File: config.mk
export PLATFORM = sky130hd
export DESIGN_NAME = if_stage
export DESIGN_NICKNAME = d
export VERILOG_FILES = /design/src/rtl/if_stage_pkg.sv /design/src/rtl/Add.sv /design/src/rtl/pc_next_sel.sv /design/src/rtl/if_stage.sv
export SDC_FILE = /design/constraint.sdc
export NUM_CORES = 1
export LEC_CHECK = 0
export BUFFER_PORTS_ARGS = -buffer_cell sky130_fd_sc_hd__buf_2
export CAP_MARGIN = 10
export CORE_MARGIN = 3
export CORE_UTILIZATION = 49
export CTS_CLUSTER_SIZE = 12
export DETAILED_ROUTE_END_ITERATION = 10
export PLACE_DENSITY = 0.79
export REMOVE_ABC_BUFFERS = 1
export SYNTH_ARGS = -nofsm -noshare
export SYNTH_HDL_FRONTEND = slang
export SYNTH_SLANG_ARGS = --single-unit
File: constraint.sdc
create_clock -name clk -period 6.9 [get_ports clk]
set_clock_uncertainty 0.1 [all_clocks]
set_input_delay 1.38 -clock clk [delete_from_list [all_inputs] [get_ports clk]]
set_output_delay 1.38 -clock clk [all_outputs]
set_load 0.01 [all_outputs]
File: src/rtl/if_stage_pkg.sv
// Shared pipeline constants for the fetch stage and its downstream ID/EX neighbours.
// Also defines the IF/ID register update codes produced by the next-PC selector.
package if_stage_pkg;

  localparam int unsigned XLEN = 32;

  localparam logic [XLEN-1:0] RESET_PC_DEF  = 32'h0000_0000;
  localparam logic [XLEN-1:0] NOP_INSTR_DEF = 32'h0000_0000;

  // Clears the byte offset so the PC stays word-aligned.
  localparam logic [XLEN-1:0] PC_ALIGN_MASK = {{(XLEN-2){1'b1}}, 2'b00};

  typedef enum logic [1:0] {
    IFID_HOLD   = 2'd0,
    IFID_LOAD   = 2'd1,
    IFID_BUBBLE = 2'd2
  } ifid_op_e;

endpackage

File: src/rtl/Add.sv
// 32-bit ripple-carry adder shared across the datapath.
// The carry out of the top bit is dropped, so sums wrap modulo 2^32.
module Add (
  input  logic [31:0] a,
  input  logic [31:0] b,
  output logic [31:0] y
);

  logic [31:0] c;

  assign c[0] = 1'b0;

  for (genvar i = 0; i < 32; i++) begin : g_bit
    assign y[i] = a[i] ^ b[i] ^ c[i];
    if (i < 31) begin : g_carry
      assign c[i+1] = (a[i] & b[i]) | (c[i] & (a[i] ^ b[i]));
    end
  end

endmodule

File: src/rtl/pc_next_sel.sv
// Next-PC and IF/ID update selection for the fetch stage.
// Priority, highest first: redirect, stall, memory not ready, normal advance.
module pc_next_sel
  import if_stage_pkg::*;
(
  input  logic [XLEN-1:0] pc,
  input  logic [XLEN-1:0] pc4,
  input  logic [XLEN-1:0] redirect_pc,
  input  logic            redirect,
  input  logic            stall,
  input  logic            flush,
  input  logic            ready,
  output logic [XLEN-1:0] pc_nxt,
  output ifid_op_e        ifid_op
);

  always_comb begin
    pc_nxt  = pc;
    ifid_op = IFID_HOLD;
    if (redirect) begin
      // A redirect kills the wrong-path fetch even while stalled.
      pc_nxt  = redirect_pc & PC_ALIGN_MASK;
      ifid_op = IFID_BUBBLE;
    end else if (stall) begin
      if (flush) ifid_op = IFID_BUBBLE;
    end else if (!ready) begin
      ifid_op = IFID_BUBBLE;
    end else begin
      pc_nxt  = pc4;
      ifid_op = flush ? IFID_BUBBLE : IFID_LOAD;
    end
  end

endmodule

File: src/rtl/if_stage.sv
// Instruction-fetch stage: program counter, PC+4 adder and the IF/ID pipeline register.
// imem_addr_o is the current PC; all ifid_* outputs come straight from flops.
module if_stage
  import if_stage_pkg::*;
#(
  parameter logic [XLEN-1:0] RESET_PC  = RESET_PC_DEF,
  parameter logic [XLEN-1:0] NOP_INSTR = NOP_INSTR_DEF
) (
  input  logic            clk,
  input  logic            rst,
  input  logic            stall_i,
  input  logic            flush_i,
  input  logic            redirect_i,
  input  logic [XLEN-1:0] redirect_pc_i,
  output logic [XLEN-1:0] imem_addr_o,
  input  logic [XLEN-1:0] imem_rdata_i,
  input  logic            imem_ready_i,
  output logic [XLEN-1:0] ifid_pc_o,
  output logic [XLEN-1:0] ifid_pc4_o,
  output logic [XLEN-1:0] ifid_instr_o,
  output logic            ifid_valid_o
);

  logic [XLEN-1:0] pc;
  logic [XLEN-1:0] pc4;
  logic [XLEN-1:0] pc_nxt;
  ifid_op_e        ifid_op;

  Add u_pc_add (
    .a (pc),
    .b (32'd4),
    .y (pc4)
  );

  pc_next_sel u_sel (
    .pc          (pc),
    .pc4         (pc4),
    .redirect_pc (redirect_pc_i),
    .redirect    (redirect_i),
    .stall       (stall_i),
    .flush       (flush_i),
    .ready       (imem_ready_i),
    .pc_nxt      (pc_nxt),
    .ifid_op     (ifid_op)
  );

  assign imem_addr_o = pc;

  always_ff @(posedge clk) begin
    if (rst) begin
      pc           <= RESET_PC & PC_ALIGN_MASK;
      ifid_pc_o    <= '0;
      ifid_pc4_o   <= '0;
      ifid_instr_o <= NOP_INSTR;
      ifid_valid_o <= 1'b0;
    end else begin
      pc <= pc_nxt;
      case (ifid_op)
        IFID_LOAD: begin
          ifid_pc_o    <= pc;
          ifid_pc4_o   <= pc4;
          ifid_instr_o <= imem_rdata_i;
          ifid_valid_o <= 1'b1;
        end
        IFID_BUBBLE: begin
          ifid_pc_o    <= '0;
          ifid_pc4_o   <= '0;
          ifid_instr_o <= NOP_INSTR;
          ifid_valid_o <= 1'b0;
        end
        default: ;
      endcase
    end
  end

endmodule

==> results.tsv, run 1 <==
metric	value	unit
grtUsageTotal	21.4	%
grt_use_met2	37.0	%
insertion_delay	500	ps
htree_num_levels	4	
leakage	3.40	nW
clock.fmax	0.159	GHz
wirelength	13200	um
required	7190	ps
power	1.84	mW
peakVddDrop	0.000150	V
dp_slack	650	ps
syn_to_final_growth	27.6	%
placed_area	6290	sq um
postRouteAntennaNets	0	
drc_errors	0	
synthCells	575	
nets	834	
vias_per_cell	5.22	
syn_avg_cell_area	9.38	sq um
setup_viol	0	
final_cell_mix	buf_2, dfxtp_1, nor2_1	
fin_crit_sh	91.0	%
dp_cells	852	
fin_cells	882	
grt_pass1_wl	22000	um
hp-class	register to register	
gp_congestion	0.791	
synth_area_leader_cell	dfxtp_1	
die_height	111	um
finalWorstSetupSlack	620	ps
critPathCaptureType	register	
pin_count	199	
ys_seq_area_share	45.7	%
cts_setup_buffers	0	
fin_tns_setup	0	ps
cpPeakStageDelay	350	ps
drt_iter0_markers	267	
syn_area	5390	sq um
synth.top_cell.area_share	45.7	%
antenna_found_initial	0	
worst_pin_slew	1070	ps
grt.overflow.total	0	
num_rows	37	
portBuffers	190	
grt.busiest_layer	met2	
cp-start-kind	register	
wl_per_cell	14.9	um
fin_crit	6280	ps
drive_gt1_share	33.8	%
netlist_top_cells_area	dfxtp_1, a21oi_1, mux2_4	
clockBufferDepth	2	
critPathMaxFanout	5	
first_global_vias	4627	
die-area	12300	sq um
cp.arrival	6570	ps
cts_sinks	123	
relSlewSlack	28.9	%
design_area	6880	sq um
maxSlewViolCount	0	
cts_made_buffers	17	
power_density	268	nW/um^2
fill_cells	871	
grtUsageMet3	7.21	%
crit_path_frequent_cell	ha_1	
yosysUniqueCellTypes	22	
ys_ff_latch	123	
via_count	4605	
root_buffer	clkbuf_8	
drv_cap	0	
cts_tree	done	
whs	383	ps
finish.utilization	65.4	%
cp_slowest_cell	dfxtp_1	
layout_commonest_cell	buf_2	
hold_buffers	0	
hold_viol_final	0	
start_util	51.3	%
grt_max_degree	94	
path_class	register to register	
clkSlewWorstSetupHoldPaths	60	ps
yosysWarnings	0	
status	completed	
core-area	10500	sq um
cts_resized	0	
antenna_cells	0	
dp_hpwl	8860	um
rsz0062_at_grt	false	
met1_usage	24.8	%
die_w	111	um
dr.pass1.iters	4	
-- synthesized netlist by cell type --
cell and n:
xor2_1 1, nor3_1 1, dfxtp_1 123, ha_1 29, inv_1 30, o21a_1 30, nor2_1 95, mux2_4 28
nor3b_1 52, o21ai_0 1, conb_1 1, buf_4 6, buf_6 3, nand2b_1 1, clkbuf_1 25, nand2b_4 1
buf_2 20, buf_1 2, a22oi_1 39, nand3b_1 1, xnor2_1 2, a21oi_1 84
-- state kept, by name, summed over array words and instances, names as in the netlist --
name / flops
ifid_instr_o: 32
ifid_pc4_o: 30
ifid_pc_o: 30
imem_addr_o: 30
ifid_valid_o: 1
-- final cells by class --
type	instances	area, sq um	share of cell area [%]
clock buffers	20	445	6.48
clock inverters	10	144	2.09
inverters	30	113	1.64
multi-input cells	371	2570	37.4
flip-flops and latches	123	2460	35.8
well taps	136	170	2.47
repair buffers	192	968	14.1
-- worst max-delay path, delay by kind of cell (launching register included) --
kind / cells / cell delay [ps]
AO/OA/AOI/OAI: 1 / 160
adder cells (fa/ha/maj): 28 / 5300
flip-flops: 1 / 350
multiplexers: 1 / 270
-- cells by family after synthesis --
family / Yosys count / synth area share, %
mux: 28 / 7.80
fa+ha+maj: 29 / 6.73
xor+xnor: 3 / 0.487
buf+inv: 86 / 7.29
flops: 123 / 45.7
compound gates: 154 / 17.5
simple gates: 151 / 14.5
other cells: 1 / 0.0696
-- worst paths after layout --
kind,startpoint,depth (start not counted),end,slack [ps]
hold reg to reg,ifid_pc_o[11],2,ifid_pc_o[11],380
setup reg to reg,imem_addr_o[2],30,imem_addr_o[30],620
hold / removal,ifid_pc_o[11],2,ifid_pc_o[11],380
setup / recovery,imem_addr_o[2],30,imem_addr_o[30],620
-- metal layers --
layer | vias to the layer above | part of all wire (%)
met2 | 152 | 49
met3 | 14 | 7.5
met1 | 2156 | 42
li1 | 2283 | -
met5 | - | 0
met4 | 0 | 1.3
-- where the power goes --
group          switching, mW  leakage [nW]  total (mW)  internal (mW)
Combinational          0.115          2.13       0.210         0.0956
Sequential            0.0220          1.00       0.760          0.739
Clock                  0.308         0.267       0.873          0.565
Total                  0.445          3.40        1.84           1.40
(Power assumes the default switching activity.)
==> run 2: changes to the inputs <==
--- a/config.mk
+++ b/config.mk
@@ -5,13 +5,12 @@
 export SDC_FILE = /design/constraint.sdc
 export NUM_CORES = 1
 export LEC_CHECK = 0
-export BUFFER_PORTS_ARGS = -buffer_cell sky130_fd_sc_hd__buf_2
 export CAP_MARGIN = 10
 export CORE_MARGIN = 3
-export CORE_UTILIZATION = 49
+export CORE_UTILIZATION = 50
 export CTS_CLUSTER_SIZE = 12
 export DETAILED_ROUTE_END_ITERATION = 10
-export PLACE_DENSITY = 0.79
+export DONT_BUFFER_PORTS = 1
 export REMOVE_ABC_BUFFERS = 1
 export SYNTH_ARGS = -nofsm -noshare
 export SYNTH_HDL_FRONTEND = slang
==> results.tsv, run 2 (synthesized netlist as in run 1, its figures left out) <==
metric	value	unit	change
status	completed		
drv_cap	0		unchanged
pin_count	199		unchanged
setup_viol	0		unchanged
gp_congestion	0.732		-7.4%
cp_num_buf_inv	0		unchanged
cts_setup_buffers	0		unchanged
regMostFlops	ifid_instr_o		
wirelength	12000	um	-8.7%
dp_hpwl	7530	um	-15%
nets	643		-23%
worst_pin_slew	957	ps	-109 ps
p_comb_share	7.5	%	-3.9 points
first_global_vias	3655		-21%
largest_register_ffs	32		unchanged
layout_commonest_cell	dfxtp_1		
clockBufferDepth	2		unchanged
core-area	10400	sq um	-0.88%
portBuffers	0		-100%
cts_tree	done		
cp-start-kind	register		
wl_per_cell	17.4	um	+16%
hold_viol_final	0		unchanged
power_frac_seq	44.2	%	+3.0 points
whs	467	ps	+84.1 ps
cts_sinks	123		unchanged
fin_cells	693		-21%
via_count	3854		-16%
vias_per_cell	5.56		+6.5%
antenna_cells	0		unchanged
critPathLaunch	imem_addr_o[2]		
worst_r2r_path_depth	30		unchanged
switching_share	24.7	%	+0.56 points
clock.fmax	0.158	GHz	-0.50%
fin_tns_setup	0	ps	unchanged
path_class	register to register		
crit_path_frequent_cell	ha_1		
r2r_end	imem_addr_o[30]		
r2r_setup_slack	590	ps	-30 ps
start_util	51.8	%	+0.46 points
leakage	2.49	nW	-27%
syn_to_final_growth	9.47	%	
relSlewSlack	36.2	%	+7.3 points
intPower	1.33	mW	-5.2%
p_clk_share	48.3	%	+1.0 points
fin_crit	6310	ps	+31.7 ps
dp_cells	661		-22%
critPathMaxFanout	5		unchanged
grtUsageTotal	19.4	%	-2.0 points
required	7210	ps	+20 ps
cp_top_family	adder cells		
peakVddDrop	0.000194	V	+29%
fin_crit_sh	91.5	%	+0.46 points
grt_max_degree	124		+32%
drt_iter0_markers	187		-30%
r2r_start	imem_addr_o[2]		
design_area	5900	sq um	-14%
drive_gt1_share	11.5	%	-22 points
htree_num_levels	4		unchanged
final_cell_mix	dfxtp_1, nor2_1, a21oi_1		
insertion_delay	510	ps	about the same
placed_area	5330	sq um	-15%
cts_made_buffers	17		unchanged
root_buffer	clkbuf_8		
dr.pass1.iters	4		unchanged
hp-class	register to register		
power_density	298	nW/um^2	+11%
antenna_found_initial	0		unchanged
hold_buffers	0		unchanged
total_switching_power	0.435	mW	-2.2%
critPathCaptureType	register		
cts_resized	0		unchanged
die-area	12100	sq um	-1.9%
cp_slowest_cell	dfxtp_1		
clkSlewWorstSetupHoldPaths	60	ps	about the same
drc_errors	0		unchanged
cp.depth	30		unchanged
cp.arrival	6620	ps	+50 ps
grt.overflow.total	0		unchanged
grt_pass1_wl	18300	um	-17%
maxSlewViolCount	0		unchanged
finish.utilization	56.7	%	-8.8 points
cpPeakStageDelay	390	ps	+40 ps
rsz0062_at_grt	false		
critPathCapture	imem_addr_o[30]		
die_w	110	um	-0.95%
postRouteAntennaNets	0		unchanged
num_rows	37		unchanged
die_height	110	um	-0.95%
run 2: changes by cell type in the layout (fill, tap and decap cells not counted), moves of 2 or more:
| cell | previous run | this run |
|---|---|---|
| clkinv_2 | 0 | 4 |
| clkinvlp_4 | 6 | 3 |
| buf_2 | 189 | 0 |
| inv_6 | 0 | 2 |
| buf_4 | 3 | 1 |
| clkinv_4 | 1 | 3 |
run 2: through the flow:
stage / power (mW) / worst slack (ps)
after floorplan: 0.893 / 578
after global placement: 0.924 / 589
after detailed placement: 0.929 / 593
after CTS: 1.78 / 537
after global routing: 1.83 / 295
final: 1.76 / 588
run 2: layout make-up:
type / count / area [sq um]
clock buffers: 18 / 428
multi-input cells: 371 / 2570
inverters: 30 / 113
well taps: 136 / 170
clock inverters: 14 / 146
repair buffers: 1 / 7.51
flip-flops and latches: 123 / 2460
fillers: 952 / 4510
run 2: how the worst min path moves through the flow:
stage                     cells after the start             end      startpoint  slack, ps
final                                         2   ifid_pc_o[27]   ifid_pc_o[27]        470
after global routing                          2   ifid_pc_o[16]   ifid_pc_o[16]        500
after CTS                                     2   ifid_pc_o[10]   ifid_pc_o[10]        470
after detailed placement                      2   ifid_pc_o[10]   ifid_pc_o[10]        460
after global placement                        2   ifid_pc_o[31]   ifid_pc_o[31]        440
after floorplan                               2  ifid_pc4_o[18]  ifid_pc4_o[18]        430
run 2: layer usage:
| metal | vias up | GRT usage (%) | share of wire (%) |
|---|---|---|---|
| met3 | 12 | 8.69 | 10 |
| met5 | - | 0 | 0 |
| li1 | 1910 | - | - |
| met4 | 0 | 6.06 | 1.1 |
| met1 | 1784 | 22.8 | 43 |
| met2 | 148 | 31.7 | 46 |
run 2: power groups by stage:
stage	sequential (mW)	clock, mW	combinational [mW]
2_1_floorplan	0.784	0	0.109
3_3_place_gp	0.794	0	0.129
3_5_place_dp	0.795	0	0.134
4_1_cts	0.780	0.867	0.135
5_1_grt	0.783	0.900	0.149
6_report	0.779	0.851	0.132
run 2: tightest hold or removal path, cell delays in order (launching register included):
cell and delay (ps):
dfxtp_1 380, a21oi_1 80, nor2_1 70
==> run 3: changes to the inputs <==
--- a/config.mk
+++ b/config.mk
@@ -7,7 +7,7 @@
 export LEC_CHECK = 0
 export CAP_MARGIN = 10
 export CORE_MARGIN = 3
-export CORE_UTILIZATION = 50
+export CORE_UTILIZATION = 30
 export CTS_CLUSTER_SIZE = 12
 export DETAILED_ROUTE_END_ITERATION = 10
 export DONT_BUFFER_PORTS = 1
==> results.tsv, run 3 (synthesized netlist as in run 1, its figures left out) <==
metric	value	unit	change
dr.pass1.iters	4		unchanged
relSlewSlack	35.3	%	-0.87 points
root_buffer	clkbuf_16		
htree_num_levels	4		unchanged
die_height	140	um	+28%
die_w	140	um	+28%
syn_to_final_growth	12.3	%	
num_rows	48		+30%
r2r_setup_slack	440	ps	-150 ps
crit_path_frequent_cell	ha_1		
leakage	2.50	nW	+0.74%
die-area	19600	sq um	+63%
antenna_cells	0		unchanged
wirelength	13300	um	+10%
cts_sinks	123		unchanged
grt_max_degree	124		unchanged
clock.fmax	0.155	GHz	-2.3%
critPathMaxFanout	5		unchanged
cp.arrival	6650	ps	+30 ps
postRouteAntennaNets	0		unchanged
regMostFlops	ifid_instr_o		
nets	643		unchanged
rsz0062_at_grt	false		
cpPeakStageDelay	380	ps	about the same
wl_per_cell	17.0	um	-2.1%
drive_gt1_share	11.1	%	-0.36 points
layout_commonest_cell	dfxtp_1		
largest_register_ffs	32		unchanged
drt_iter0_markers	130		-30%
setup_viol	0		unchanged
clkSlewWorstSetupHoldPaths	60	ps	about the same
first_global_vias	4033		+10%
status	completed		
hold_viol_final	0		unchanged
power	1.85	mW	+4.8%
placed_area	5440	sq um	+2.1%
cts_resized	0		unchanged
drc_errors	0		unchanged
portBuffers	0		unchanged
insertion_delay	400	ps	-110 ps
pin_count	199		unchanged
final_cell_mix	dfxtp_1, nor2_1, a21oi_1		
fin_tns_setup	0	ps	unchanged
hold_buffers	0		unchanged
vias_per_cell	5.07		-8.8%
gp_congestion	0.729		-0.44%
cp_slowest_cell	dfxtp_1		
cp-start-kind	register		
maxSlewViolCount	0		unchanged
grtUsageTotal	13.4	%	-6.0 points
critPathCaptureType	register		
core-area	17400	sq um	+67%
cts_made_buffers	17		unchanged
dp_hpwl	8570	um	+14%
fin_crit_sh	93.6	%	+2.1 points
worst_pin_slew	970	ps	+13.1 ps
path_class	register to register		
cts_setup_buffers	0		unchanged
grt_pass1_wl	21200	um	+16%
antenna_found_initial	0		unchanged
hp-class	register to register		
power_density	305	nW/um^2	+2.1%
via_count	3968		+3.0%
clockBufferDepth	2		unchanged
design_area	6060	sq um	+2.6%
drv_cap	0		unchanged
fin_crit	6460	ps	+145 ps
start_util	31.0	%	-21 points
peakVddDrop	0.000151	V	-22%
required	7090	ps	-120 ps
grt.overflow.total	0		unchanged
cts_tree	done		
-- run 3: layout make-up --
class | count | area (sq um)
Fill cell | 1772 | 11400
Inverter | 30 | 113
Tap cell | 225 | 282
Clock inverter | 12 | 171
Sequential cell | 123 | 2460
Clock buffer | 20 | 447
Timing Repair Buffer | 1 | 7.51
Multi-Input combinational cell | 371 | 2570
-- run 3: final timing paths --
| kind | from | cells after the start | endpoint |
|---|---|---|---|
| max reg2reg | imem_addr_o[2] | 30 | imem_addr_o[30] |
| min reg2reg | ifid_pc_o[14] | 2 | ifid_pc_o[14] |
| min | ifid_pc_o[14] | 2 | ifid_pc_o[14] |
| max | imem_addr_o[2] | 30 | imem_addr_o[30] |
-- run 3: critical path: cells and delay by family, from the launching register on --
family                     cells  cell delay, ps
DFF                            1             380
AOI/OAI and AO/OA              1             160
adders and majority gates     28            5440
muxes                          1             270
-- run 3: power breakdown --
part	total, mW	switching (mW)	leakage [nW]	internal (mW)
Sequential	0.780	0.0410	1.00	0.739
Clock	0.931	0.320	0.296	0.612
Combinational	0.135	0.0698	1.20	0.0649
-- run 3: routing by layer --
layer  vias up  GRT usage (%)  wire [um]  share of wire [%]
met5         -              0          0                  0
met4         0           4.23        152                1.1
met3        10           5.46       1100                8.2
met2       152           22.8       6490                 49
met1      1894           15.4       5540                 42
li1       1912              -          -                  -
-- run 3: through the flow --
| step | cells | util, % | setup slack [ps] | hold slack (ps) |
|---|---|---|---|---|
| final | 782 | 34.8 | 443 | 460 |
| after global routing | 782 | 34.8 | 70.7 | 486 |
| after floorplan | 524 | - | 578 | 425 |
| after CTS | 782 | 34.8 | 371 | 468 |
| after global placement | 750 | 31.2 | 436 | 447 |
| after detailed placement | 750 | 31.2 | 401 | 455 |
